<file path="config.mk">
export PLATFORM = sky130hd
export DESIGN_NAME = sw_sync_fifo
export DESIGN_NICKNAME = d
export VERILOG_FILES = /design/src/rtl/sw_fifo_pkg.sv /design/src/rtl/sw_fifo_ram.sv /design/src/rtl/sw_sync_fifo.sv
export SDC_FILE = /design/constraint.sdc
export NUM_CORES = 1
export LEC_CHECK = 0
export ABC_CLOCK_PERIOD_IN_PS = 5400
export BUFFER_PORTS_ARGS = -buffer_cell sky130_fd_sc_hd__buf_2
export CAP_MARGIN = 10
export CORE_MARGIN = 2
export CORE_UTILIZATION = 65
export CTS_BUF_LIST = sky130_fd_sc_hd__clkbuf_8
export DETAILED_ROUTE_END_ITERATION = 7
export PLACE_DENSITY = 0.88
export SYNTH_ARGS = -nofsm -noshare
export SYNTH_HDL_FRONTEND = slang
export SYNTH_SLANG_ARGS = --single-unit
</file>
<file path="constraint.sdc">
create_clock -name clk -period 5.4 [get_ports clk]
set_clock_uncertainty 0.2 [all_clocks]
set_input_delay 0.81 -clock clk [delete_from_list [all_inputs] [get_ports clk]]
set_output_delay 0.81 -clock clk [all_outputs]
set_load 0.05 [all_outputs]
</file>
<file path="src/rtl/sw_fifo_pkg.sv">
`default_nettype none
// ============================================================================
//  Module      : sw_fifo_pkg
//  Description : Shared definitions for the Smith-Waterman stage FIFO.
//                Holds the default data width and depth of the original
//                fixed score/traceback FIFO and a constant-foldable ceil-log2
//                helper used to size pointers and the occupancy counter.
//
//                Compile-time option SW_FIFO_FWFT_EN:
//                  defined   -> first-word-fall-through read mode; dout shows
//                               the head entry combinationally while not
//                               empty and rd_en pops it.
//                  undefined -> registered read; dout updates on the edge a
//                               read is accepted (1-cycle latency), resets
//                               to 0.
//  Revision    : 1.0 - initial release
// ============================================================================
package sw_fifo_pkg;

    localparam int DEFAULT_WIDTH = 18;
    localparam int DEFAULT_DEPTH = 16;

    // Ceil(log2(n)) for n >= 1; returns 0 for n <= 1.
    function automatic int sw_clog2(input int n);
        int v;
        int r;
        v = n - 1;
        r = 0;
        while (v > 0) begin
            r = r + 1;
            v = v >> 1;
        end
        return r;
    endfunction

endpackage : sw_fifo_pkg
`default_nettype wire

</file>
<file path="src/rtl/sw_fifo_ram.sv">
`default_nettype none
// ============================================================================
//  Module      : sw_fifo_ram
//  Description : Simple dual-port storage for sw_sync_fifo. One synchronous
//                write port, one asynchronous read port, no reset on the
//                array (contents are never exposed while the FIFO is empty).
//  Ports       : clk         - write clock
//                i_we        - write enable
//                i_waddr     - write address
//                i_wdata     - write data
//                i_raddr     - read address
//                o_rdata     - read data (combinational from i_raddr)
//  Revision    : 1.0 - initial release
// ============================================================================
module sw_fifo_ram
    import sw_fifo_pkg::*;
#(
    parameter int WIDTH = DEFAULT_WIDTH,
    parameter int DEPTH = DEFAULT_DEPTH,
    parameter int AW    = sw_clog2(DEFAULT_DEPTH)
) (
    input  logic             clk,
    input  logic             i_we,
    input  logic [AW-1:0]    i_waddr,
    input  logic [WIDTH-1:0] i_wdata,
    input  logic [AW-1:0]    i_raddr,
    output logic [WIDTH-1:0] o_rdata
);

    logic [WIDTH-1:0] r_mem [DEPTH];

    always_ff @(posedge clk) begin
        if (i_we) begin
            r_mem[i_waddr] <= i_wdata;
        end
    end

    assign o_rdata = r_mem[i_raddr];

endmodule : sw_fifo_ram
`default_nettype wire

</file>
<file path="src/rtl/sw_sync_fifo.sv">
`default_nettype none
// ============================================================================
//  Module      : sw_sync_fifo
//  Description : Parametrised single-clock FIFO between Smith-Waterman
//                pipeline stages. Occupancy is tracked in a dedicated counter
//                and every flag is registered from the next-count value, so
//                no output has a combinational path from wr_en/rd_en.
//                Compile-time macro SW_FIFO_FWFT_EN selects first-word-fall-
//                through reads; otherwise reads are registered (1 cycle).
//  Ports       : clk, rst      - clock, async active-high reset
//                din, wr_en    - write data / request
//                rd_en         - read request
//                dout          - read data
//                full, empty   - count == DEPTH / count == 0
//                almost_full   - count >= AFULL_THRESH
//                almost_empty  - count <= AEMPTY_THRESH
//                count         - occupancy 0..DEPTH
//                overflow      - 1-cycle pulse after a rejected write
//                underflow     - 1-cycle pulse after a read while empty
//  Revision    : 1.0 - initial release
// ============================================================================
module sw_sync_fifo
    import sw_fifo_pkg::*;
#(
    parameter int WIDTH         = DEFAULT_WIDTH,
    parameter int DEPTH         = DEFAULT_DEPTH,
    parameter int AFULL_THRESH  = DEPTH - 2,
    parameter int AEMPTY_THRESH = 2
) (
    input  logic                   clk,
    input  logic                   rst,
    input  logic [WIDTH-1:0]       din,
    input  logic                   wr_en,
    input  logic                   rd_en,
    output logic [WIDTH-1:0]       dout,
    output logic                   full,
    output logic                   empty,
    output logic                   almost_full,
    output logic                   almost_empty,
    output logic [$clog2(DEPTH):0] count,
    output logic                   overflow,
    output logic                   underflow
);

    localparam int AW = sw_clog2(DEPTH);
    localparam int CW = AW + 1;

    localparam logic [CW-1:0] c_DEPTH_CNT = CW'(DEPTH);
    localparam logic [CW-1:0] c_AFULL_TH  = CW'(AFULL_THRESH);
    localparam logic [CW-1:0] c_AEMPTY_TH = CW'(AEMPTY_THRESH);

    logic [AW-1:0]    r_wr_ptr;
    logic [AW-1:0]    r_rd_ptr;
    logic [CW-1:0]    r_count;
    logic [CW-1:0]    w_count_nxt;
    logic             r_full;
    logic             r_empty;
    logic             r_afull;
    logic             r_aempty;
    logic             r_overflow;
    logic             r_underflow;
    logic             w_wr_acc;
    logic             w_rd_acc;
    logic [WIDTH-1:0] w_rd_data;

    // Acceptance uses the registered flags only; when full the read side
    // frees a slot but the write in that same cycle is still rejected.
    assign w_wr_acc = wr_en & ~r_full;
    assign w_rd_acc = rd_en & ~r_empty;

    always_comb begin
        w_count_nxt = r_count;
        case ({w_wr_acc, w_rd_acc})
            2'b10:   w_count_nxt = r_count + CW'(1);
            2'b01:   w_count_nxt = r_count - CW'(1);
            default: w_count_nxt = r_count;
        endcase
    end

    always_ff @(posedge clk or posedge rst) begin
        if (rst) begin
            r_wr_ptr    <= '0;
            r_rd_ptr    <= '0;
            r_count     <= '0;
            r_full      <= 1'b0;
            r_empty     <= 1'b1;
            r_afull     <= 1'b0;
            r_aempty    <= 1'b1;
            r_overflow  <= 1'b0;
            r_underflow <= 1'b0;
        end else begin
            if (w_wr_acc) begin
                r_wr_ptr <= r_wr_ptr + AW'(1);
            end
            if (w_rd_acc) begin
                r_rd_ptr <= r_rd_ptr + AW'(1);
            end
            r_count     <= w_count_nxt;
            // Flags follow the count that is being registered this edge.
            r_full      <= (w_count_nxt == c_DEPTH_CNT);
            r_empty     <= (w_count_nxt == '0);
            r_afull     <= (w_count_nxt >= c_AFULL_TH);
            r_aempty    <= (w_count_nxt <= c_AEMPTY_TH);
            r_overflow  <= wr_en & r_full;
            r_underflow <= rd_en & r_empty;
        end
    end

    sw_fifo_ram #(
        .WIDTH (WIDTH),
        .DEPTH (DEPTH),
        .AW    (AW)
    ) u_ram (
        .clk     (clk),
        .i_we    (w_wr_acc),
        .i_waddr (r_wr_ptr),
        .i_wdata (din),
        .i_raddr (r_rd_ptr),
        .o_rdata (w_rd_data)
    );

`ifdef SW_FIFO_FWFT_EN
    // Head entry is presented directly; rd_en only advances the pointer.
    assign dout = w_rd_data;
`else
    logic [WIDTH-1:0] r_dout;

    always_ff @(posedge clk or posedge rst) begin
        if (rst) begin
            r_dout <= '0;
        end else if (w_rd_acc) begin
            r_dout <= w_rd_data;
        end
    end

    assign dout = r_dout;
`endif

    assign full         = r_full;
    assign empty        = r_empty;
    assign almost_full  = r_afull;
    assign almost_empty = r_aempty;
    assign count        = r_count;
    assign overflow     = r_overflow;
    assign underflow    = r_underflow;

endmodule : sw_sync_fifo
`default_nettype wire

</file>
==> results of run 1 <==
[where the power goes]
part / internal, mW / switching (mW) / total (mW)
Clock: 0.923 / 0.876 / 1.80
Sequential: 3.11 / 0.303 / 3.41
Combinational: 0.891 / 1.36 / 2.25
Total: 4.92 / 2.54 / 7.47
[cells by family (layout without fill, tap and decap cells)]
group	after synthesis	count (layout)
xor+xnor	12	12
buf+inv	43	154
simple gates	68	68
mux	117	117
compound gates	63	63
flops	325	325
fa+ha+maj	8	8
[routing by layer]
metal / share of wire (%) / vias to the layer above / GRT usage, %
li1: - / 2716 / -
met4: 1.8 / 0 / 6.605
met2: 50 / 309 / 40.48
met1: 41 / 3226 / 35.35
met5: 0 / - / 0
met3: 7.6 / 44 / 4.832
[state kept, by name, summed over array words and instances (netlist names), 4 cells and up]
name and count:
count 5, dout 18, r_rd_ptr 4, r_wr_ptr 4
u_ram.r_mem 288
[cell type report]
type	count	area share (%)
sequential	325	68.51
multi-input combinational	268	20.43
clock buffer	51	5.017
tap	265	2.370
timing repair buffer	56	2.110
clock inverter	37	1.297
inverter	10	0.2683
[cell usage after synthesis]
library cell,count,area [um^2]
dfrtp_1,35,875.8
a32oi_1,8,70.07
or3b_1,1,8.760
buf_4,12,90.09
ha_1,8,100.1
mux2i_1,57,570.6
and3_1,3,18.77
nor3_1,8,40.04
o21ai_0,16,80.08
nand4_1,1,6.260
o21bai_1,1,7.510
buf_1,3,11.26
a21oi_1,9,45.04
nor3b_1,2,15.01
xnor2_1,10,87.58
clkbuf_1,6,22.52
mux4_2,56,1261
inv_1,10,37.54
mux2_2,4,45.04
nor2b_1,4,25.02
nand2_1,18,67.56
o21ai_1,8,40.04
buf_6,2,22.52
o211ai_1,1,7.510
o41ai_1,1,8.760
nand2b_1,1,6.260
a22o_1,1,8.760
buf_2,10,50.05
nand4b_1,1,8.760
and4_1,1,8.760
a22oi_1,16,120.1
or4b_1,1,10.01
xor2_1,2,17.52
and2_1,19,118.9
o31ai_1,2,15.01
nor2_1,4,15.01
or4b_2,1,10.01
dfstp_2,2,52.55
edfxtp_1,288,8648
nand3_1,3,15.01
[tightest hold or removal path, cell delays in order]
cell	delay, ns
buf_2	0.10
clkinv_1	0.03
buf_4	0.43
[path summary, 6_finish.rpt]
check                                                to  cells after the start
worst max-delay path                     full$_DFF_PP0_                     12
worst min-delay path               dout[16]$_DFFE_PP0N_                      3
worst max register to register           full$_DFF_PP0_                     12
worst min register to register     dout[14]$_DFFE_PP0N_                      2
max in group asynchronous       r_rd_ptr[1]$_DFFE_PP0N_                      3
min in group clk                     overflow$_DFF_PP0_                      2
==> results.py, run 1 <==
metrics = {
    "status": {
        "outcome": "finished, final reports clean",
    },
    "worst_setup_path": {
        "crit_path_end_kind": "flip-flop",
        "start_kind": "flip-flop",
        "required_ns": 5.64,
        "r2r-start": "empty$_DFF_PP1_",
        "critPathSlowestCell": "dfstp_2",
        "r2r_slack_ns": 1.92,
        "crit_family": "simple AND/OR/NAND/NOR gates",
        "critPathLaunch": "empty$_DFF_PP1_",
        "max_stage_delay_ns": 0.54,
        "critPathKind": "flip-flop to flip-flop",
        "crit_fanout": 32,
        "worst-endpoint-arrival_ns": 3.72,
        "path_buf_inv": 3,
        "cp_cell_sequence": "nand2b_1, buf_4, inv_1, ha_1, xor2_1, ha_1, or3b_1, nand4b_1, o41ai_1, xnor2_1, inv_1, and3_1",
    },
    "timing": {
        "max_freq_mhz": 287.3,
        "max-slew-margin-rel_pct": 24.37,
        "finalSetupTns_ns": 0,
        "post-route-min-period_ns": 3.480,
        "hold_ws_ns": 0.1675,
        "drv_slew": 0,
        "fin_ws_ns": 1.920,
        "min_period_over_period_pct": 64.45,
        "rsz0062_at_grt": "false",
        "worst_pin_slew_ns": 1.134,
        "setup-violations-final": 0,
        "finalHoldViolations": 0,
    },
    "synth": {
        "ys_types": 40,
        "syn_nets": 666,
        "synth_cells": 636,
        "synth_area_mm2": 0.01267,
        "synth_adder_area_share_pct": 0.7900,
        "synthMuxAreaShare_pct": 14.81,
        "synth_xor_area_share_pct": 0.8295,
        "yosysSeqAreaShare_pct": 75.59,
        "yosys_warnings": 0,
        "syn_avg_cell_area_um2": 19.92,
        "synth_top_family_by_area": "multiplexers",
        "yosys.area_share.simple_pct": 2.953,
        "synth_seq_cells": 325,
        "synth_compound_area_share_pct": 3.180,
    },
    "routing": {
        "ant_nets": 0,
        "wl_per_cell_um": 24.49,
        "routed_wl_um": 24780,
        "drt-pass1-iter-count": 5,
        "num_vias": 6295,
        "viasPerCell": 6.220,
        "drt-initial-drc-count": 682,
        "route.detailed.drc": 0,
    },
    "placement": {
        "gp_congestion": 0.7887,
        "post-place-ws_ns": 1.587,
        "portBuffers": 50,
        "dp_hpwl_um": 14850,
        "dp_cells": 924,
        "place_area_mm2": 0.01311,
    },
    "cells_and_area": {
        "multi_input_area_mm2": 0.002859,
        "final_common_cell": "edfxtp_1",
        "final_cell_mix": "edfxtp_1, mux2i_1, mux4_2, clkbuf_8, buf_2",
        "nets": 739,
        "syn2layout_area_growth_pct": 10.44,
        "num_antenna_cells": 0,
        "stdcell_area_mm2": 0.01399,
        "regArea_mm2": 0.009585,
        "n_fill_cell": 1127,
        "layout.cells.non_filler": 1012,
        "post-route-util_pct": 72.61,
        "drive_gt1_share_pct": 24.36,
    },
    "power": {
        "leakage_nw": 4.873,
        "total_power_mw": 7.467,
        "power.density_mw_per_mm2": 533.7,
        "ir_drop_mv": 0.2312,
    },
    "die": {
        "die_y_um": 143.6,
        "io_pins": 51,
        "initial_utilization_pct": 65.74,
        "coreArea_mm2": 0.01927,
        "die_x_um": 143.6,
        "die_area_mm2": 0.02062,
        "placementRows": 51,
    },
    "global_routing": {
        "grt_pass1_wl_um": 37090,
        "antenna_found_initial": 0,
        "gr-usage-all-layers_pct": 24.83,
        "grt_max_degree": 50,
        "grt_pass1_vias": 6458,
        "grt_overflow": 0,
    },
    "clocking": {
        "cts_root_buf": "clkbuf_8",
        "post_cts_buffers": 0,
        "clk_path_buf_depth": 3,
        "cts_sinks": 325,
        "cts_buffers": 48,
        "holdBufCountCts": 0,
        "htree_levels": 2,
        "cts_tree": "done",
        "clk_pin_slew_ns": 0.06,
        "insertion_delay_ns": 0.56,
        "cts_resized": 0,
    },
    "min_path": {
        "hold_path_class": "input port to async pin",
    },
    "run": {
        "drv_cap": 0,
    },
}
Note: power is estimated with default switching activity, not from simulation.
==> inputs of run 2 (changes only) <==
Settings changed: ABC_CLOCK_PERIOD_IN_PS 5400 to 3000, CORE_UTILIZATION 65 to 58, PLACE_DENSITY 0.88 to 0.84.
Clock period 5.4 ns to 3 ns, I/O delays scaled along.
==> results.py, run 2 (synthesis gave the netlist of run 1 again) <==
metrics = {
    "global_routing": {
        "grt_overflow": 0,
        "grt_max_degree": 58,
        "gr-usage-all-layers_pct": 22.88,
        "antenna_found_initial": 1,
        "grt_pass1_wl_um": 38120,
        "grt_pass1_vias": 6682,
    },
    "min_path": {
        "holdPathStages": 1,
        "min-delay-start": "din[2]",
        "min_to": "u_ram.r_mem[15][2]$_DFFE_PP_",
        "hold_path_class": "input port to flip-flop",
    },
    "power": {
        "leakage_nw": 5.072,
        "clock_power_share_pct": 24.2,
        "power.density_mw_per_mm2": 947.6,
        "switching_share_pct": 33.24,
        "ir_drop_mv": 0.5032,
        "total_power_mw": 13.60,
        "p_sw_mw": 4.519,
        "p_int_mw": 9.078,
        "pwr-share-comb_pct": 31.5,
        "pwr-share-seq_pct": 44.3,
    },
    "timing": {
        "max_freq_mhz": 345.3,
        "setup-violations-final": 0,
        "max-slew-margin-rel_pct": 57.09,
        "fin_ws_ns": 0.1036,
        "min_period_over_period_pct": 96.55,
        "rsz0062_at_grt": "false",
        "post-route-min-period_ns": 2.896,
        "drv_slew": 0,
        "worst_pin_slew_ns": 0.6413,
        "finalHoldViolations": 0,
        "hold_ws_ns": 0.06275,
    },
    "placement": {
        "portBuffers": 50,
        "gp_congestion": 0.8761,
        "dp_hpwl_um": 14520,
        "place_area_mm2": 0.01339,
        "dp_cells": 969,
        "post-place-ws_ns": -0.0006886,
    },
    "clocking": {
        "cts_tree": "done",
        "clk_path_buf_depth": 3,
        "cts_buffers": 48,
        "htree_levels": 2,
        "cts_root_buf": "clkbuf_8",
        "insertion_delay_ns": 0.56,
        "cts_sinks": 325,
        "clk_pin_slew_ns": 0.06,
    },
    "worst_setup_path": {
        "start_kind": "input port",
        "r2r-start": "empty$_DFF_PP1_",
        "rr_endpoint": "full$_DFF_PP0_",
        "required_ns": 3.25,
        "max_stage_delay_ns": 0.54,
        "path_buf_inv": 4,
        "reg2reg_depth": 11,
        "r2r_slack_ns": 0.13,
        "crit_path_end_kind": "flip-flop",
        "worst-endpoint-arrival_ns": 3.15,
        "crit_fanout": 7,
        "crit_family": "buffers and inverters",
        "cp.depth": 13,
        "critPathKind": "input port to flip-flop",
        "critPathSlowestCell": "dlygate4sd3_1",
        "cp_cell_sequence": "dlygate4sd3_1, buf_2, nor2b_2, inv_2, ha_4, xor2_1, ha_2, or3b_1, nand4b_1, o41ai_1, xnor2_1, inv_1, and3_1",
    },
    "routing": {
        "drt-initial-drc-count": 566,
        "wl_per_cell_um": 23.59,
        "viasPerCell": 5.947,
        "num_vias": 6304,
        "ant_nets": 0,
        "route.detailed.drc": 0,
        "drt-pass1-iter-count": 5,
        "routed_wl_um": 25010,
    },
    "die": {
        "die_x_um": 151.8,
        "initial_utilization_pct": 58.60,
        "placementRows": 54,
        "die_y_um": 151.8,
        "die_area_mm2": 0.02304,
        "coreArea_mm2": 0.02162,
        "io_pins": 51,
    },
    "cells_and_area": {
        "largest_reg_flops": 288,
        "nets": 773,
        "regArea_mm2": 0.009585,
        "drive_gt1_share_pct": 27.69,
        "final_common_cell": "edfxtp_1",
        "final_cell_mix": "edfxtp_1, mux2i_1, mux4_2, clkbuf_8, buf_2",
        "syn2layout_area_growth_pct": 13.26,
        "regMostFlops": "u_ram.r_mem",
        "multi_input_area_mm2": 0.002877,
        "num_antenna_cells": 0,
        "n_fill_cell": 1358,
        "stdcell_area_mm2": 0.01435,
        "layout.cells.non_filler": 1060,
    },
    "status": {
        "outcome": "finished, final reports clean",
    },
    "run": {
        "drv_cap": 0,
    },
}
==> run 2: cell types whose count changed in the layout (fill, tap and decap cells not counted), sizes merged <==
cell and delta:
buf +31, clkinv -5, clkbuf +3, dlygate4sd3 +3
inv +1
==> run 2: metal layers <==
| layer | track usage [%] | vias to the layer above | part of all wire (%) |
|---|---|---|---|
| li1 | - | 2783 | - |
| met1 | 28.85 | 3213 | 39 |
| met3 | 4.401 | 58 | 6.1 |
| met2 | 39.95 | 248 | 52 |
| met4 | 8.241 | 2 | 2.4 |
| met5 | 0 | - | 0.052 |
==> run 2: layout make-up <==
cell class | count | area share, %
timing repair buffer | 90 | 4.150
sequential | 325 | 66.80
multi-input combinational | 268 | 20.05
clock buffer | 54 | 5.179
tap | 280 | 2.441
inverter | 10 | 0.2616
clock inverter | 33 | 1.125
==> run 2: per-stage QoR <==
| step | util, % | setup TNS (ns) |
|---|---|---|
| 2_1_floorplan | - | 0 |
| 3_3_place_gp | 61.93 | 0 |
| 3_5_place_dp | 61.93 | -0.0006886 |
| 4_1_cts | 66.26 | 0 |
| 5_1_grt | 66.37 | 0 |
| 6_report | 66.37 | 0 |
==> run 2: power groups by stage <==
| stage | Sequential [mW] | Combinational [mW] | Clock (mW) |
|---|---|---|---|
| finish | 6.03 | 4.28 | 3.29 |
| global route | 6.09 | 4.56 | 3.57 |
| CTS | 6.02 | 4.29 | 3.35 |
| detailed placement | 6.11 | 4.26 | 0 |
| global placement | 6.06 | 4.10 | 0 |
| floorplan | 6.48 | 2.75 | 0 |
==> run 2: repair_timing <==
item | 4_1_cts | 5_1_grt
setup endpoints to repair | 0 | 5
endpoints found under the hold margin | 37 | 0
buffers inserted | 0 | 1
hold buffers | 3 | 0
resized for setup | 0 | 5
==> run 2: how the worst max path moves through the flow <==
stage,start,end
floorplan,full$_DFF_PP0_,full$_DFF_PP0_
global placement,wr_en,full$_DFF_PP0_
detailed placement,wr_en,full$_DFF_PP0_
CTS,wr_en,full$_DFF_PP0_
global route,wr_en,full$_DFF_PP0_
finish,wr_en,full$_DFF_PP0_
==> inputs of run 3 (changes only) <==
Settings changed: CORE_UTILIZATION 58 to 57, PLACE_DENSITY 0.84 to 0.82, SYNTH_HIERARCHICAL set to 1.
==> results.py, run 3 <==
metrics = {
    "routing": {
        "ant_nets": 0,
        "viasPerCell": 6.109,
        "drt-pass1-iter-count": 5,
        "routed_wl_um": 25370,
        "drt-initial-drc-count": 545,
        "route.detailed.drc": 0,
        "wl_per_cell_um": 24.07,
        "num_vias": 6439,
    },
    "die": {
        "placementRows": 54,
        "coreArea_mm2": 0.02176,
        "die_area_mm2": 0.02331,
        "initial_utilization_pct": 57.91,
        "die_y_um": 152.7,
        "die_x_um": 152.7,
        "io_pins": 51,
    },
    "synth": {
        "yosys.area_share.simple_pct": 4.410,
        "synthMuxAreaShare_pct": 13.71,
        "synth_top_family_by_area": "multiplexers",
        "synth_area_mm2": 0.01260,
        "yosysMostFrequentCell": "edfxtp_1",
        "synth_cells": 618,
        "ys.flop_type": "edfxtp_1",
        "yosys.area.top_type": "edfxtp_1",
        "yosys_warnings": 6,
        "synth.area.top_cells": "edfxtp_1, mux4_2, dfrtp_1, mux4_1, nand2_1",
        "synth_adder_area_share_pct": 0.4966,
        "synth_seq_cells": 325,
        "ys_types": 43,
        "yosysSeqAreaShare_pct": 76.02,
        "synth_compound_area_share_pct": 2.890,
        "synth.top_cell.area_share_pct": 68.65,
        "synthTopCellsByCount": "edfxtp_1, nand2_1, mux4_2, a22oi_1, dfrtp_1",
        "syn_nets": 645,
        "ys_async_sr_fraction_pct": 11.38,
        "syn_avg_cell_area_um2": 20.39,
        "synth_edf_count": 288,
        "synth_xor_area_share_pct": 0.8938,
    },
    "cells_and_area": {
        "regMostFlops": "u_ram/r_mem",
        "final_common_cell": "edfxtp_1",
        "num_antenna_cells": 0,
        "largest_reg_flops": 288,
        "final_cell_mix": "edfxtp_1, nand2_1, clkbuf_8, buf_2, mux4_2",
        "drive_gt1_share_pct": 30.36,
        "post-route-util_pct": 66.19,
        "syn2layout_area_growth_pct": 14.30,
        "nets": 762,
        "layout.cells.non_filler": 1054,
        "stdcell_area_mm2": 0.01440,
    },
    "timing": {
        "post-route-min-period_ns": 2.790,
        "max-slew-margin-rel_pct": 33.41,
        "setup-violations-final": 0,
        "finalHoldViolations": 0,
        "min_period_over_period_pct": 93.00,
        "worst_pin_slew_ns": 0.9967,
        "max_freq_mhz": 358.4,
        "drv_slew": 0,
        "finalSetupTns_ns": 0,
        "rsz0062_at_grt": "false",
    },
    "placement": {
        "dp_cells": 961,
        "portBuffers": 50,
        "gp_congestion": 0.8066,
        "place_area_mm2": 0.01346,
        "dp_hpwl_um": 15830,
    },
    "global_routing": {
        "grt_max_degree": 46,
        "grt_pass1_wl_um": 39250,
        "met1_usage_pct": 30.60,
        "grt.busiest_layer": "met2",
        "met3_usage_pct": 4.380,
        "gr-usage-all-layers_pct": 22.28,
        "met2_usage_pct": 36.47,
        "grt_overflow": 0,
        "antenna_found_initial": 0,
        "grt_pass1_vias": 6727,
    },
    "clocking": {
        "cts_sinks": 325,
        "insertion_delay_ns": 0.56,
        "post_cts_buffers": 0,
        "htree_levels": 2,
        "cts_buffers": 49,
        "clk_path_buf_depth": 3,
        "cts_tree": "done",
        "cts_root_buf": "clkbuf_8",
        "clk_pin_slew_ns": 0.06,
    },
    "min_path": {
        "min_to": "u_ram/r_mem[7][11]$_DFFE_PP_",
        "holdPathStages": 1,
        "min-delay-start": "din[11]",
        "hold_path_class": "input port to flip-flop",
    },
    "worst_setup_path": {
        "crit_path_end_kind": "flip-flop",
        "crit_fanout": 9,
        "path_buf_inv": 3,
        "required_ns": 3.25,
        "rr_endpoint": "almost_full$_DFF_PP0_",
        "r2r-start": "empty$_DFF_PP1_",
        "reg2reg_depth": 9,
        "critPathSlowestCell": "dlygate4sd3_1",
        "max_stage_delay_ns": 0.52,
        "critPathKind": "input port to flip-flop",
        "start_kind": "input port",
        "r2r_slack_ns": 0.28,
        "crit_family": "buffers and inverters",
        "worst-endpoint-arrival_ns": 3.04,
        "cp_cell_sequence": "dlygate4sd3_1, buf_2, nor2b_1, inv_1, ha_2, xor2_1, ha_1, nand2b_1, a21oi_1, nor4_4, xor2_2, a2111oi_2",
    },
    "power": {
        "switching_share_pct": 33.77,
        "total_power_mw": 13.74,
        "p_sw_mw": 4.642,
        "pwr-share-seq_pct": 43.5,
        "leakage_nw": 5.103,
        "pwr-share-comb_pct": 32.5,
        "power.density_mw_per_mm2": 954.5,
        "clock_power_share_pct": 24.0,
        "p_int_mw": 9.103,
        "ir_drop_mv": 0.4574,
    },
    "run": {
        "drv_cap": 0,
    },
    "status": {
        "outcome": "finished, final reports clean",
    },
}
==> run 3: metrics by stage <==
step / worst slack, ns / hold slack (ns)
floorplan: 0.004107 / 0.2926
global placement: 0.2500 / 0.2528
detailed placement: 0.1150 / 0.2593
CTS: 0.1172 / 0.05014
global route: 0.04281 / 0.05901
finish: 0.2100 / 0.06786
==> run 3: worst register-to-register path: cells and delay by family (launching register included) <==
kind	cells	cell delay, ns
compound gates	3	0.81
xor+xnor	1	0.29
fa+ha+maj	1	0.29
buf+inv	2	0.31
flops	1	0.53
simple gates	2	0.23
==> run 3: repair_timing <==
action	in CTS	in global routing
hold endpoints to repair	37	0
endpoints found under the setup margin	0	2
hold buffers	3	0
resized for setup	0	1
==> run 3: power groups by stage <==
stage | Clock (mW) | Combinational, mW | Sequential [mW]
6_report | 3.30 | 4.47 | 5.98
5_1_grt | 3.58 | 4.78 | 6.03
4_1_cts | 3.37 | 4.49 | 5.98
3_5_place_dp | 0 | 4.47 | 6.06
3_3_place_gp | 0 | 4.32 | 6.00
2_1_floorplan | 0 | 2.69 | 6.54
==> run 3: kinds of logic after synthesis <==
family / after synthesis
mux: 74
xor+xnor: 12
buf+inv: 34
fa+ha+maj: 5
simple gates: 121
compound gates: 47
flops: 325
==> run 3: area by class of cell <==
type	instances	area [um^2]
Sequential cell	325	9582
Fill cell	1359	7356
Multi-Input combinational cell	259	2898
Clock buffer	54	743.2
Timing Repair Buffer	97	648.1
Tap cell	280	350.3
Clock inverter	36	167.7
Inverter	3	11.26
==> run 3: how the worst max path moves through the flow <==
stage / startpoint / end / slack [ns] / depth (start not counted)
floorplan: empty$_DFF_PP1_ / almost_empty$_DFF_PP1_ / 0.004 / 12
global placement: wr_en / almost_full$_DFF_PP0_ / 0.25 / 11
detailed placement: wr_en / almost_empty$_DFF_PP1_ / 0.12 / 11
CTS: wr_en / almost_empty$_DFF_PP1_ / 0.12 / 12
global route: wr_en / almost_empty$_DFF_PP1_ / 0.04 / 12
finish: wr_en / almost_empty$_DFF_PP1_ / 0.21 / 12
==> run 3: metal layers <==
layer	up-vias	part of all wire [%]
li1	2762	-
met1	3325	40
met2	299	50
met3	53	6.8
met4	0	2.6
met5	-	0
